--- config.mk ---
export PLATFORM = sky130hd
export DESIGN_NAME = operand_capture
export DESIGN_NICKNAME = d
export VERILOG_FILES = /design/src/rtl/calc_pkg.sv /design/src/rtl/button_debouncer.sv /design/src/rtl/operand_capture.sv
export SDC_FILE = /design/constraint.sdc
export NUM_CORES = 1
export LEC_CHECK = 0
export CAP_MARGIN = 20
export CORE_UTILIZATION = 35
export DETAILED_ROUTE_END_ITERATION = 7
export GPL_ROUTABILITY_DRIVEN = 0
export GPL_TIMING_DRIVEN = 0
export HOLD_SLACK_MARGIN = 0.1
export PLACE_DENSITY = 0.56
export SYNTH_ARGS = -nofsm -noshare
export SYNTH_HDL_FRONTEND = slang
export SYNTH_SLANG_ARGS = --single-unit
--- constraint.sdc ---
create_clock -name clock -period 2.1 [get_ports clock]
set_input_delay 0.315 -clock clock [delete_from_list [all_inputs] [get_ports clock]]
set_output_delay 0.315 -clock clock [all_outputs]
set_load 0.02 [all_outputs]
--- src/rtl/calc_pkg.sv ---
// Shared definitions for the calculator datapath: operand width and the
// operand-capture FSM state encodings (also driven onto the board LEDs).
package calc_pkg;

    localparam int OPERAND_WIDTH = 4;

    typedef enum logic [1:0] {
        ST_EMPTY  = 2'b00,
        ST_HAVE_A = 2'b01,
        ST_READY  = 2'b10
    } state_t;

endpackage

--- src/rtl/button_debouncer.sv ---
// Two-flop synchroniser, symmetric counter debouncer and rising-edge strobe
// for one raw pushbutton.
module button_debouncer
    import calc_pkg::*;
#(
    parameter int DEBOUNCE_BITS = 17
) (
    input  logic clock,
    input  logic reset,
    input  logic i_btn,
    output logic o_pulse
);

    logic                     r_s1;
    logic                     r_s2;
    logic                     r_deb;
    logic                     r_deb_d;
    logic [DEBOUNCE_BITS-1:0] r_cnt;

    always_ff @(posedge clock or negedge reset) begin
        if (!reset) begin
            r_s1    <= 1'b0;
            r_s2    <= 1'b0;
            r_deb   <= 1'b0;
            r_deb_d <= 1'b0;
            r_cnt   <= '0;
        end else begin
            r_s1    <= i_btn;
            r_s2    <= r_s1;
            r_deb_d <= r_deb;
            // Any agreement between input and debounced level restarts the count,
            // so only an unbroken run of 2^N differing cycles flips the level.
            if (r_s2 != r_deb) begin
                if (r_cnt == '1) begin
                    r_deb <= r_s2;
                    r_cnt <= '0;
                end else begin
                    r_cnt <= r_cnt + DEBOUNCE_BITS'(1);
                end
            end else begin
                r_cnt <= '0;
            end
        end
    end

    assign o_pulse = r_deb & ~r_deb_d;

endmodule

--- src/rtl/operand_capture.sv ---
// Calculator front end: debounces load/clear buttons and latches the switch
// nibble into operands A then B, exporting the sequencing state.
module operand_capture
    import calc_pkg::*;
#(
    parameter int DEBOUNCE_BITS = 17,
    parameter int WIDTH         = OPERAND_WIDTH
) (
    input  logic             clock,
    input  logic             reset,
    input  logic [WIDTH-1:0] sw_in,
    input  logic             btn_load,
    input  logic             btn_clear,
    output logic [WIDTH-1:0] A,
    output logic [WIDTH-1:0] B,
    output logic             operands_valid,
    output logic [1:0]       state,
    output logic             load_pulse
);

    logic [WIDTH-1:0] r_sw_s1;
    logic [WIDTH-1:0] r_sw_s2;
    logic [WIDTH-1:0] r_a;
    logic [WIDTH-1:0] r_b;
    logic             r_valid;
    state_t           r_state;
    logic             w_load_pulse;
    logic             w_clear_pulse;

    button_debouncer #(.DEBOUNCE_BITS(DEBOUNCE_BITS)) u_load_deb (
        .clock   (clock),
        .reset   (reset),
        .i_btn   (btn_load),
        .o_pulse (w_load_pulse)
    );

    button_debouncer #(.DEBOUNCE_BITS(DEBOUNCE_BITS)) u_clear_deb (
        .clock   (clock),
        .reset   (reset),
        .i_btn   (btn_clear),
        .o_pulse (w_clear_pulse)
    );

    // Switches are only synchronised; they are sampled at a debounced strobe anyway.
    for (genvar gi = 0; gi < WIDTH; gi++) begin : g_sw_sync
        always_ff @(posedge clock or negedge reset) begin
            if (!reset) begin
                r_sw_s1[gi] <= 1'b0;
                r_sw_s2[gi] <= 1'b0;
            end else begin
                r_sw_s1[gi] <= sw_in[gi];
                r_sw_s2[gi] <= r_sw_s1[gi];
            end
        end
    end

    always_ff @(posedge clock or negedge reset) begin
        if (!reset) begin
            r_state <= ST_EMPTY;
            r_a     <= '0;
            r_b     <= '0;
            r_valid <= 1'b0;
        end else if (w_clear_pulse) begin
            // Clear dominates a coincident load strobe.
            r_state <= ST_EMPTY;
            r_a     <= '0;
            r_b     <= '0;
            r_valid <= 1'b0;
        end else begin
            case (r_state)
                ST_EMPTY: begin
                    if (w_load_pulse) begin
                        r_a     <= r_sw_s2;
                        r_state <= ST_HAVE_A;
                    end
                end
                ST_HAVE_A: begin
                    if (w_load_pulse) begin
                        r_b     <= r_sw_s2;
                        r_state <= ST_READY;
                        r_valid <= 1'b1;
                    end
                end
                ST_READY: begin
                    if (w_load_pulse) begin
                        r_a     <= r_sw_s2;
                        r_b     <= '0;
                        r_state <= ST_HAVE_A;
                        r_valid <= 1'b0;
                    end
                end
                default: begin
                    r_state <= ST_EMPTY;
                    r_valid <= 1'b0;
                end
            endcase
        end
    end

    assign A              = r_a;
    assign B              = r_b;
    assign state          = r_state;
    assign operands_valid = r_valid;
    assign load_pulse     = w_load_pulse;

endmodule
==> run summary <==
- **result of the run** finished, final reports clean
- **basic-gate share of the synthesized area counting and, or, nand and nor cells** 0.213
- **Leak** 1.40 nW
- **gate count of the mapped netlist** 241
- **final hold vios** 0
- **Hold Path Class** reg -> reg
- **Clock transition at path regs** 80 ps
- **fill cell count** 694
- **most common cell after layout, fill and taps aside** sky130_fd_sc_hd__dfrtp_1
- **Clock Skews** 8.94 ps
- **CTS tree** yes
- **vias post-DR** 1714
- **Mean Syn Cell Area** 11.1 um^2
- **worst r2r path cells** 8
- **TritonCTS Sinks** 61
- **Detailed Route Iter0 Violations** 31
- **critical path startpoint category** flip-flop
- **fraction of the cycle the final worst path needs** 0.937
- **sequential cell area** 1530 um^2
- **worst slack at placement** -223 ps
- **GRT Util Overall** 0.133
- **setup_tns** 0 ps
- **boundary pin count** 20
- **number of global-route vias before repair** 1688
- **setup repair after global routing missed its margin** no
- **die width** 89.4 um
- **adder-cell area share of the yosys netlist** 0.0374
- **Final setup violation count** 0
- **power per cell area** 729 nW/um^2
- **DP Wirelength** 2.93 mm
- **crit path time final** 1970 ps
- **overall die height** 89.4 um
- **Antenna Violating Nets Remaining** 0
- **crit path max fanout** 4
- **Root Buffer** sky130_fd_sc_hd__clkbuf_8
- **worst voltage drop across the vdd grid** 0.470 mV
- **placed insts** 359
- **mux cell area share after synthesis** 0.0421
- **Hold Crit Start** r_sw_s1[3]$_DFF_PN0_
- **unique cell type count in the Yosys netlist** 32
- **Max Clk Rate** 508 MHz
- **Reg-to-Reg End** u_load_deb.r_cnt[12]$_DFF_PN0_
- **Least-Margin Pin Slew** 777 ps
- **buffers inserted by post-CTS timing repair** 0
- **global-route wire length before repair** 7.88 mm
- **routed wire length per instance** 11.9 um
- **count of buffers inserted at the top-level ports** 19
- **count of cells along the worst hold path** 0
- **CP arrival** 1650 ps
- **required time reported for the critical path endpoint** 1780 ps
- **leftover overflow at the end of global routing** 0
- **register area share after synthesis** 0.571
- **Routed WL** 4.47 mm
- **final instance count without filler cells** 374
- **largest net degree at the start of global routing** 62
- **count of maximum capacitance violations** 0
- **xor and xnor area share after synthesis** 0.0852
- **standard cell core area** 7330 um^2
- **Post-Route Utilization** 0.438
- **starting density of the core** 0.365
- **commonest non-fill, non-tap cells in the layout** 61 x sky130_fd_sc_hd__dfrtp_1, 40 x sky130_fd_sc_hd__nor2_1, 18 x sky130_fd_sc_hd__clkdlybuf4s50_1, 16 x sky130_fd_sc_hd__xnor2_1, 11 x sky130_fd_sc_hd__nand2_1
- **Worst Setup Path Type** reg -> out
- **CTS H-Tree Depth** 3
- **Syn Nets** 257
- **flop and latch count out of synthesis** 61
- **critical path capture point type** primary output
- **iteration count of the initial detailed-routing pass** 4
- **post-synthesis to final-layout area growth** 20.1%
- **number of antenna violations at the first check in global routing** 0
- **post-synthesis compound-gate area fraction** 0.0248
- **Worst-Skew Late Latency** 340 ps
- **area of combinational cells with multiple inputs** 1090 um^2
- **source of the worst register-to-register timing path** u_load_deb.r_cnt[0]$_DFF_PN0_
- **number of buffers created by CTS** 9
- **flop-to-flop setup slack** 170 ps
- **final layout net count** 286
- **post-detailed-route DRC marker count** 0
- **via-per-instance ratio** 4.58
- **number of diodes added for antenna fixing** 0
- **main combinational cell family by area after synthesis** simple AND/OR/NAND/NOR gates
- **yosys synthesis warning count** 0
- **Die Footprint** 7990 um^2
- **maximum count of clock buffers along a single path** 2
- **fraction of layout cells with a size suffix above 1** 0.142
- **sink of the worst hold path** r_sw_s2[3]$_DFF_PN0_
- **Placement Rows** 31
- **number of max-slew violations in the final report** 0
- **Worst Slack Setup Final** 133 ps
- **area of the mapped netlist** 2670 um^2
- **headroom to the max-slew limit** 0.482
critical path, stage by stage, from the launching register on:
cell and delay (ps):
sky130_fd_sc_hd__dfrtp_1 360, sky130_fd_sc_hd__nand2b_1 200, sky130_fd_sc_hd__inv_1 140, sky130_fd_sc_hd__clkdlybuf4s50_1 620
how the worst max path moves through the flow:
| stage | from | end | slack, ps |
|---|---|---|---|
| floorplan | u_load_deb.r_cnt[0]$_DFF_PN0_ | u_load_deb.r_cnt[10]$_DFF_PN0_ | 170 |
| global placement | reset | u_clear_deb.r_cnt[9]$_DFF_PN0_ | -1360 |
| detailed placement | u_load_deb.r_cnt[0]$_DFF_PN0_ | u_load_deb.r_cnt[14]$_DFF_PN0_ | -220 |
| CTS | u_clear_deb.r_cnt[3]$_DFF_PN0_ | u_clear_deb.r_cnt[10]$_DFF_PN0_ | 20 |
| global route | u_load_deb.r_cnt[0]$_DFF_PN0_ | u_load_deb.r_cnt[11]$_DFF_PN0_ | 10 |
| finish | u_load_deb.r_deb_d$_DFF_PN0_ | load_pulse | 130 |
state kept, by name (all words and copies together), names as in the netlist:
| register | flops |
|---|---|
| u_clear_deb.r_cnt | 17 |
| u_load_deb.r_cnt | 17 |
| A | 4 |
| B | 4 |
| r_sw_s1 | 4 |
| r_sw_s2 | 4 |
| state | 2 |
| operands_valid | 1 |
| u_clear_deb.r_deb | 1 |
| u_clear_deb.r_deb_d | 1 |
| u_clear_deb.r_s1 | 1 |
| u_clear_deb.r_s2 | 1 |
| u_load_deb.r_deb | 1 |
| u_load_deb.r_deb_d | 1 |
| u_load_deb.r_s1 | 1 |
| u_load_deb.r_s2 | 1 |
logic make-up after synthesis:
| family | Yosys count |
|---|---|
| AOI/OAI and AO/OA | 12 |
| xor gates and xnor gates | 26 |
| DFF | 61 |
| muxes | 11 |
| and+or+nand+nor | 108 |
| adders and majority gates | 8 |
| buffers and inverters | 15 |
metrics by stage:
step | power (W) | area [um^2] | hold WS, ps
global route | 0.00245 | 3210 | 359
floorplan | 0.00126 | 2670 | 19.4
global placement | 0.00131 | 2990 | 332
CTS | 0.00239 | 3200 | 354
finish | 0.00234 | 3210 | 350
detailed placement | 0.00131 | 2990 | 335
power by group:
part | switching, W | internal, W | total, W
Sequential | 0.0000132 | 0.00119 | 0.00121
Combinational | 0.0000450 | 0.0000285 | 0.0000734
Clock | 0.000496 | 0.000564 | 0.00106
metal layers:
metal  vias up  GRT usage  routed length, um
met3         4     0.0609                184
met1       824      0.176               2230
met5         -          0                  0
met4         0     0.0433                 45
li1        866          -                  -
met2        20      0.196               2000
cell type report:
type                    instances  area share
repair buffers                 20      0.0616
clock buffers                   9      0.0386
plain buffers                   5      0.0117
well taps                      99      0.0386
inverters                       8     0.00935
clock inverters                 7      0.0253
flip-flops and latches         61       0.475
multi-input cells             165       0.340
synth_stat cells (all sizes together):
| cell | n | share of area |
|---|---|---|
| xor2 | 10 | 0.033 |
| buf | 4 | 0.011 |
| o21ai | 5 | 0.011 |
| nand3 | 9 | 0.019 |
| mux2i | 9 | 0.034 |
| ha | 8 | 0.037 |
| nor3 | 7 | 0.013 |
| clkbuf | 3 | 0.0042 |
| a21oi | 6 | 0.011 |
| or3 | 4 | 0.0094 |
| nand2b | 2 | 0.0047 |
| and4 | 3 | 0.0098 |
| nor2b | 6 | 0.014 |
| nand2 | 12 | 0.017 |
| dfrtp | 61 | 0.57 |
| or2 | 1 | 0.0023 |
| nor2 | 44 | 0.066 |
| inv | 8 | 0.011 |
| and3 | 2 | 0.0051 |
| xnor2 | 16 | 0.052 |
| mux2 | 2 | 0.0084 |
| nand4 | 8 | 0.019 |
| a21o | 1 | 0.0028 |
| nor4 | 7 | 0.028 |
| and2 | 3 | 0.0070 |
repair_timing:
action | CTS | global route
setup endpoints to repair | 20 | 20
gates resized for setup | 3 | 3
cloned | 0 | 0
hold endpoints to repair | 61 | 0
hold buffers | 1 | 0
Note: power is estimated with default switching activity, not from simulation.
==> edit 1: new RTL, same settings <==
Make the reset (`reset`) synchronous in 3 clocked blocks.
--- a/src/rtl/button_debouncer.sv
+++ b/src/rtl/button_debouncer.sv
@@ -17,7 +17,7 @@
     logic                     r_deb_d;
     logic [DEBOUNCE_BITS-1:0] r_cnt;
 
-    always_ff @(posedge clock or negedge reset) begin
+    always_ff @(posedge clock) begin
         if (!reset) begin
             r_s1    <= 1'b0;
             r_s2    <= 1'b0;
--- a/src/rtl/operand_capture.sv
+++ b/src/rtl/operand_capture.sv
@@ -43,7 +43,7 @@
 
     // Switches are only synchronised; they are sampled at a debounced strobe anyway.
     for (genvar gi = 0; gi < WIDTH; gi++) begin : g_sw_sync
-        always_ff @(posedge clock or negedge reset) begin
+        always_ff @(posedge clock) begin
             if (!reset) begin
                 r_sw_s1[gi] <= 1'b0;
                 r_sw_s2[gi] <= 1'b0;
@@ -54,7 +54,7 @@
         end
     end
 
-    always_ff @(posedge clock or negedge reset) begin
+    always_ff @(posedge clock) begin
         if (!reset) begin
             r_state <= ST_EMPTY;
             r_a     <= '0;
Function: same outputs for any inputs over 10 cycles, from zero or initial values and one cycle with reset low; that may be too few to reach the edited logic, so the function may still have changed.
==> edit 1 against the original RTL <==
- clock skew increased by 0.00054 ns
- total power increased by 6.5%
- setup slack improved by 0.0039 ns
- critical path type is now reg -> reg
- wire length increased by 6.3%
- area after synthesis decreased by 6.5%
- design area decreased by 2.6%
- count of clock-buffer cells in the layout increased by 3
- core utilization increased by 2.0 points
- worst hold slack improved by 0.082 ns
- register-to-register slack got worse by 0.03 ns
- sequential cell count unchanged
- first-iteration DRC count increased by 45%
==> edit 1: results (changes against the original RTL) <==
CP endpoint -> u_load_deb.r_cnt[7] (was load_pulse)
Placed cells -> 385 (was 359)
Worst relative slew slack -> 58.5% (was 48.2%)
Reg2reg path depth -> 9 (was 8)
Pin count of the biggest net entering global routing -> 11 (was 62)
Top cells by instance count after synthesis -> dfxtp_1, a21oi_1, nand3_1 (was dfrtp_1, nor2_1, xnor2_1)
Crit-path max FO -> 10 (was 4)
Layout cells sized above 1 -> 12.2% (was 14.2%)
DRT iter0 DRCs -> 45 (was 31)
Total Routing Usage GR -> 14.1% (was 13.3%)
Post-DP HPWL -> 3.31 mm (was 2.93 mm)
Hold Crit Endpoint -> u_clear_deb.r_s2 (was r_sw_s2[3])
Peak supply drop -> 435 uV (was 470 uV)
Clock transition at path regs -> 0.06 ns (was 0.08 ns)
Leakage -> 1.03 nW (was 1.40 nW)
Vias in the first global route -> 1801 (was 1688)
Cell Area, Placed -> 2820 um^2 (was 2990 um^2)
Synth Net Count -> 282 (was 257)
Worst hold slack -> 0.433 ns (was 0.350 ns)
Largest cells by area after synthesis -> dfxtp_1, a21oi_1, and2_1 (was dfrtp_1, nor2_1, xnor2_1)
Layout net count -> 311 (was 286)
Mapped Avg Cell Area -> 9.26 um^2 (was 11.1 um^2)
Synth Area in Adders -> 2.00% (was 3.74%)
Post-synthesis mux area share -> 3.20% (was 4.21%)
CP max stage cell -> dfxtp_1 (was clkdlybuf4s50_1)
Final worst setup slack -> 0.137 ns (was 0.133 ns)
Synth Area in Compound Gates -> 12.4% (was 2.48%)
Synth async-reset ratio -> 0% (was 100%)
Via/cell ratio -> 4.94 (was 4.58)
Critical Path AT -> 2.17 ns (was 1.65 ns)
Place WS -> -0.323 ns (was -0.223 ns)
Xor/xnor share of the synthesized area -> 3.10% (was 8.52%)
CP delay by family, top -> simple AND/OR/NAND/NOR gates (was buffers and inverters)
First-pass GRT wire length -> 8.24 mm (was 7.88 mm)
CP Launch Point -> u_load_deb.r_cnt[0] (was u_load_deb.r_deb_d)
Worst Skew -> 0.00948 ns (was 0.00894 ns)
Status -> complete, no violations (unchanged)
Per-cell routed wire length -> 11.9 um (about the same)
Cts repair resizes -> 10 (was 3)
Hold Startpoint -> u_clear_deb.r_s1 (was r_sw_s1[3])
Worst Hold Depth -> 1 (was 0)
Sequential-to-total area share from yosys stat -> 48.8% (was 57.1%)
edit 1: final cells by class:
| cell class | instances | area [um^2] |
|---|---|---|
| multi-input combinational | 188 | 1250 |
| buffer | 10 | 58.8 |
| timing repair buffer | 20 | 198 |
| clock buffer | 12 | 145 |
| clock inverter | 4 | 95.1 |
| inverter | 9 | 33.8 |
| sequential | 61 | 1220 |
| tap | 96 | 120 |
| fill | 689 | 3700 |
edit 1: routing by layer:
layer	up-vias	global-route usage (%)	share of wire, %
met4	0	8.03	2.0
met5	-	0	0
li1	1039	-	-
met2	20	21.2	45
met1	908	18.2	51
met3	10	4.00	2.3
edit 1: report_power, final:
| group | total, W | leakage, nW | internal, W | switching [W] |
|---|---|---|---|---|
| registers | 0.00118 | 0.495 | 0.00117 | 0.00000598 |
| clock network | 0.00126 | 0.121 | 0.000821 | 0.000444 |
| logic | 0.0000542 | 0.415 | 0.0000278 | 0.0000264 |
==> edit 2: new RTL, config.mk and constraints unchanged <==
Without the edit above. Set the package constant `OPERAND_WIDTH` to 5 (it was 4).
--- a/src/rtl/calc_pkg.sv
+++ b/src/rtl/calc_pkg.sv
@@ -2,7 +2,7 @@
 // operand-capture FSM state encodings (also driven onto the board LEDs).
 package calc_pkg;
 
-    localparam int OPERAND_WIDTH = 4;
+    localparam int OPERAND_WIDTH = 5;
 
     typedef enum logic [1:0] {
         ST_EMPTY  = 2'b00,
Interface: changed (resized A, B and sw_in); port bits go from 20 to 23. No check against the original RTL was run, so the function may have changed too.
==> edit 2 against the original RTL <==
- wire length is 6.7% higher
- via count is 6.6% higher
- design area is 5.3% higher
- first-iteration DRC count is 68% higher
- area after synthesis is 5.0% higher
- clock skew hardly changed
- sequential cell count is 4 higher
- setup slack worse by 0.014 ns
- total power is 5.5% higher
==> edit 2: results (changes against the original RTL) <==
Synth Net Count -> 267 (was 257)
CTS Buffer Depth -> 2 (unchanged)
Peak supply drop -> 346 uV (was 470 uV)
Sequential-to-total area share from yosys stat -> 57.9% (was 57.1%)
Leakage -> 1.48 nW (was 1.40 nW)
Crit Reg-Reg Startpoint -> u_load_deb.r_cnt[0] (unchanged)
Vias in the first global route -> 1784 (was 1688)
Largest registers -> u_clear_deb.r_cnt (17), u_load_deb.r_cnt (17) (unchanged)
Status -> complete, no violations (unchanged)
Post-synth cell types -> 32 (unchanged)
WL final -> 4.76 mm (was 4.47 mm)
GR Layer Usage met3 -> 5.53% (was 6.09%)
Synth async-reset ratio -> 100% (unchanged)
Largest cells by area after synthesis -> dfrtp_1, nor2_1, xnor2_1 (unchanged)
Reg2reg path depth -> 8 (unchanged)
Fill cells -> 729 (was 694)
Critical Path AT -> 1.67 ns (was 1.65 ns)
Worst Hold Class -> reg -> reg (unchanged)
Internal power -> 0.00187 W (was 0.00179 W)
Worst slew pin tran -> 0.798 ns (was 0.777 ns)
Hold Crit Endpoint -> r_sw_s2[4] (was r_sw_s2[3])
Cell Area, Placed -> 3150 um^2 (was 2990 um^2)
Crit-path max FO -> 4 (unchanged)
Total CTS buffers -> 9 (unchanged)
Pin count of the biggest net entering global routing -> 66 (was 62)
Layout net count -> 299 (was 286)
Drt pass-1 iters -> 4 (unchanged)
Post-CTS Setup Repair Bufs -> 0 (unchanged)
DRT iter0 DRCs -> 52 (was 31)
R2r endpoint -> u_load_deb.r_cnt[10] (was u_load_deb.r_cnt[12])
GR Util met1 -> 16.2% (was 17.6%)
# H-tree levels -> 3 (unchanged)
Antenna cells -> 0 (unchanged)
Worst Skew -> 0.00933 ns (was 0.00894 ns)
Top cells by instance count after synthesis -> dfrtp_1, nor2_1, xnor2_1 (unchanged)
Port bufs -> 22 (was 19)
Clk root buf -> clkbuf_8 (unchanged)
Layout cells sized above 1 -> 13.6% (was 14.2%)
Max stage delay on crit path -> 0.62 ns (about the same)
Post-DP HPWL -> 3.13 mm (was 2.93 mm)
Initial antenna violation count -> 0 (unchanged)
First-pass GRT wire length -> 8.18 mm (was 7.88 mm)
Clk_lat worst skew -> 0.35 ns
Via/cell ratio -> 4.70 (was 4.58)
CP max stage cell -> clkdlybuf4s50_1 (unchanged)
Hold Startpoint -> r_sw_s1[4] (was r_sw_s1[3])
Yosys warns -> 0 (unchanged)
FF-to-FF setup slack -> 0.16 ns
Worst Hold Depth -> 0 (unchanged)
GR Util met2 -> 19.2% (was 19.6%)
Total Routing Usage GR -> 12.9% (was 13.3%)
Clock transition at path regs -> 0.08 ns (about the same)
==> edit 2: final cells by class <==
type / instances / area, um^2 / share of cell area, %
plain buffers: 5 / 37.5 / 1.11
multi-input cells: 170 / 1120 / 33.3
clock inverters: 7 / 83.8 / 2.48
well taps: 102 / 128 / 3.77
flip-flops and latches: 65 / 1630 / 48.1
inverters: 8 / 30.0 / 0.888
clock buffers: 9 / 124 / 3.66
repair buffers: 23 / 228 / 6.73
==> edit 2: power by group through the flow <==
stage | Clock [W] | Sequential, W | Combinational, W
4_1_cts | 0.00115 | 0.00129 | 0.0000790
6_report | 0.00111 | 0.00129 | 0.0000764
2_1_floorplan | 0 | 0.00131 | 0.0000309
3_3_place_gp | 0 | 0.00131 | 0.0000780
3_5_place_dp | 0 | 0.00131 | 0.0000771
5_1_grt | 0.00119 | 0.00129 | 0.0000914
==> edit 2: timing repair <==
item / in CTS / in global routing
gates resized for setup: 2 / 4
endpoints found under the setup margin: 20 / 20
hold endpoints to repair: 65 / 0
hold buffers: 1 / 0
==> edit 2: routing by layer <==
metal	routed length, um	up-vias	part of all wire, %
li1	-	905	-
met1	2260	889	47
met2	2230	25	47
met3	205	8	4.3
met4	67	0	1.4
met5	0	-	0
==> edit 2: worst max-delay path: cells and delay by family, from the launching register on <==
| kind | cells | cell delay (ns) |
|---|---|---|
| buf+inv | 2 | 0.76 |
| flops | 1 | 0.36 |
| simple gates | 1 | 0.20 |
==> edit 2: worst max-delay path by stage <==
stage                             start                    to  slack (ns)
floorplan           u_load_deb.r_cnt[0]  u_load_deb.r_cnt[10]        0.17
global placement                  reset  u_load_deb.r_cnt[13]       -1.50
global route        u_load_deb.r_cnt[0]  u_load_deb.r_cnt[11]       0.002
CTS                 u_load_deb.r_cnt[0]  u_load_deb.r_cnt[10]      0.0002
detailed placement  u_load_deb.r_cnt[0]   u_load_deb.r_cnt[8]       -0.16
finish               u_load_deb.r_deb_d            load_pulse        0.12
==> edit 2: kinds of logic after synthesis <==
group           after synthesis  synth area share, %
mux                          13                 4.72
simple gates                111                 20.8
fa+ha+maj                     8                 3.57
flops                        65                 57.9
xor+xnor                     26                 8.11
buf+inv                      15                 2.50
compound gates               12                 2.36
==> edit 2: metrics by stage <==
step | util [%] | setup slack, ns | hold slack, ns | instances
CTS | 43.6 | 0.000244 | 0.355 | 389
global route | 43.8 | 0.00187 | 0.360 | 389
finish | 43.8 | 0.120 | 0.352 | 389
global placement | 40.8 | -1.50 | 0.331 | 374
detailed placement | 40.8 | -0.165 | 0.337 | 374
floorplan | - | 0.174 | 0.0194 | 250
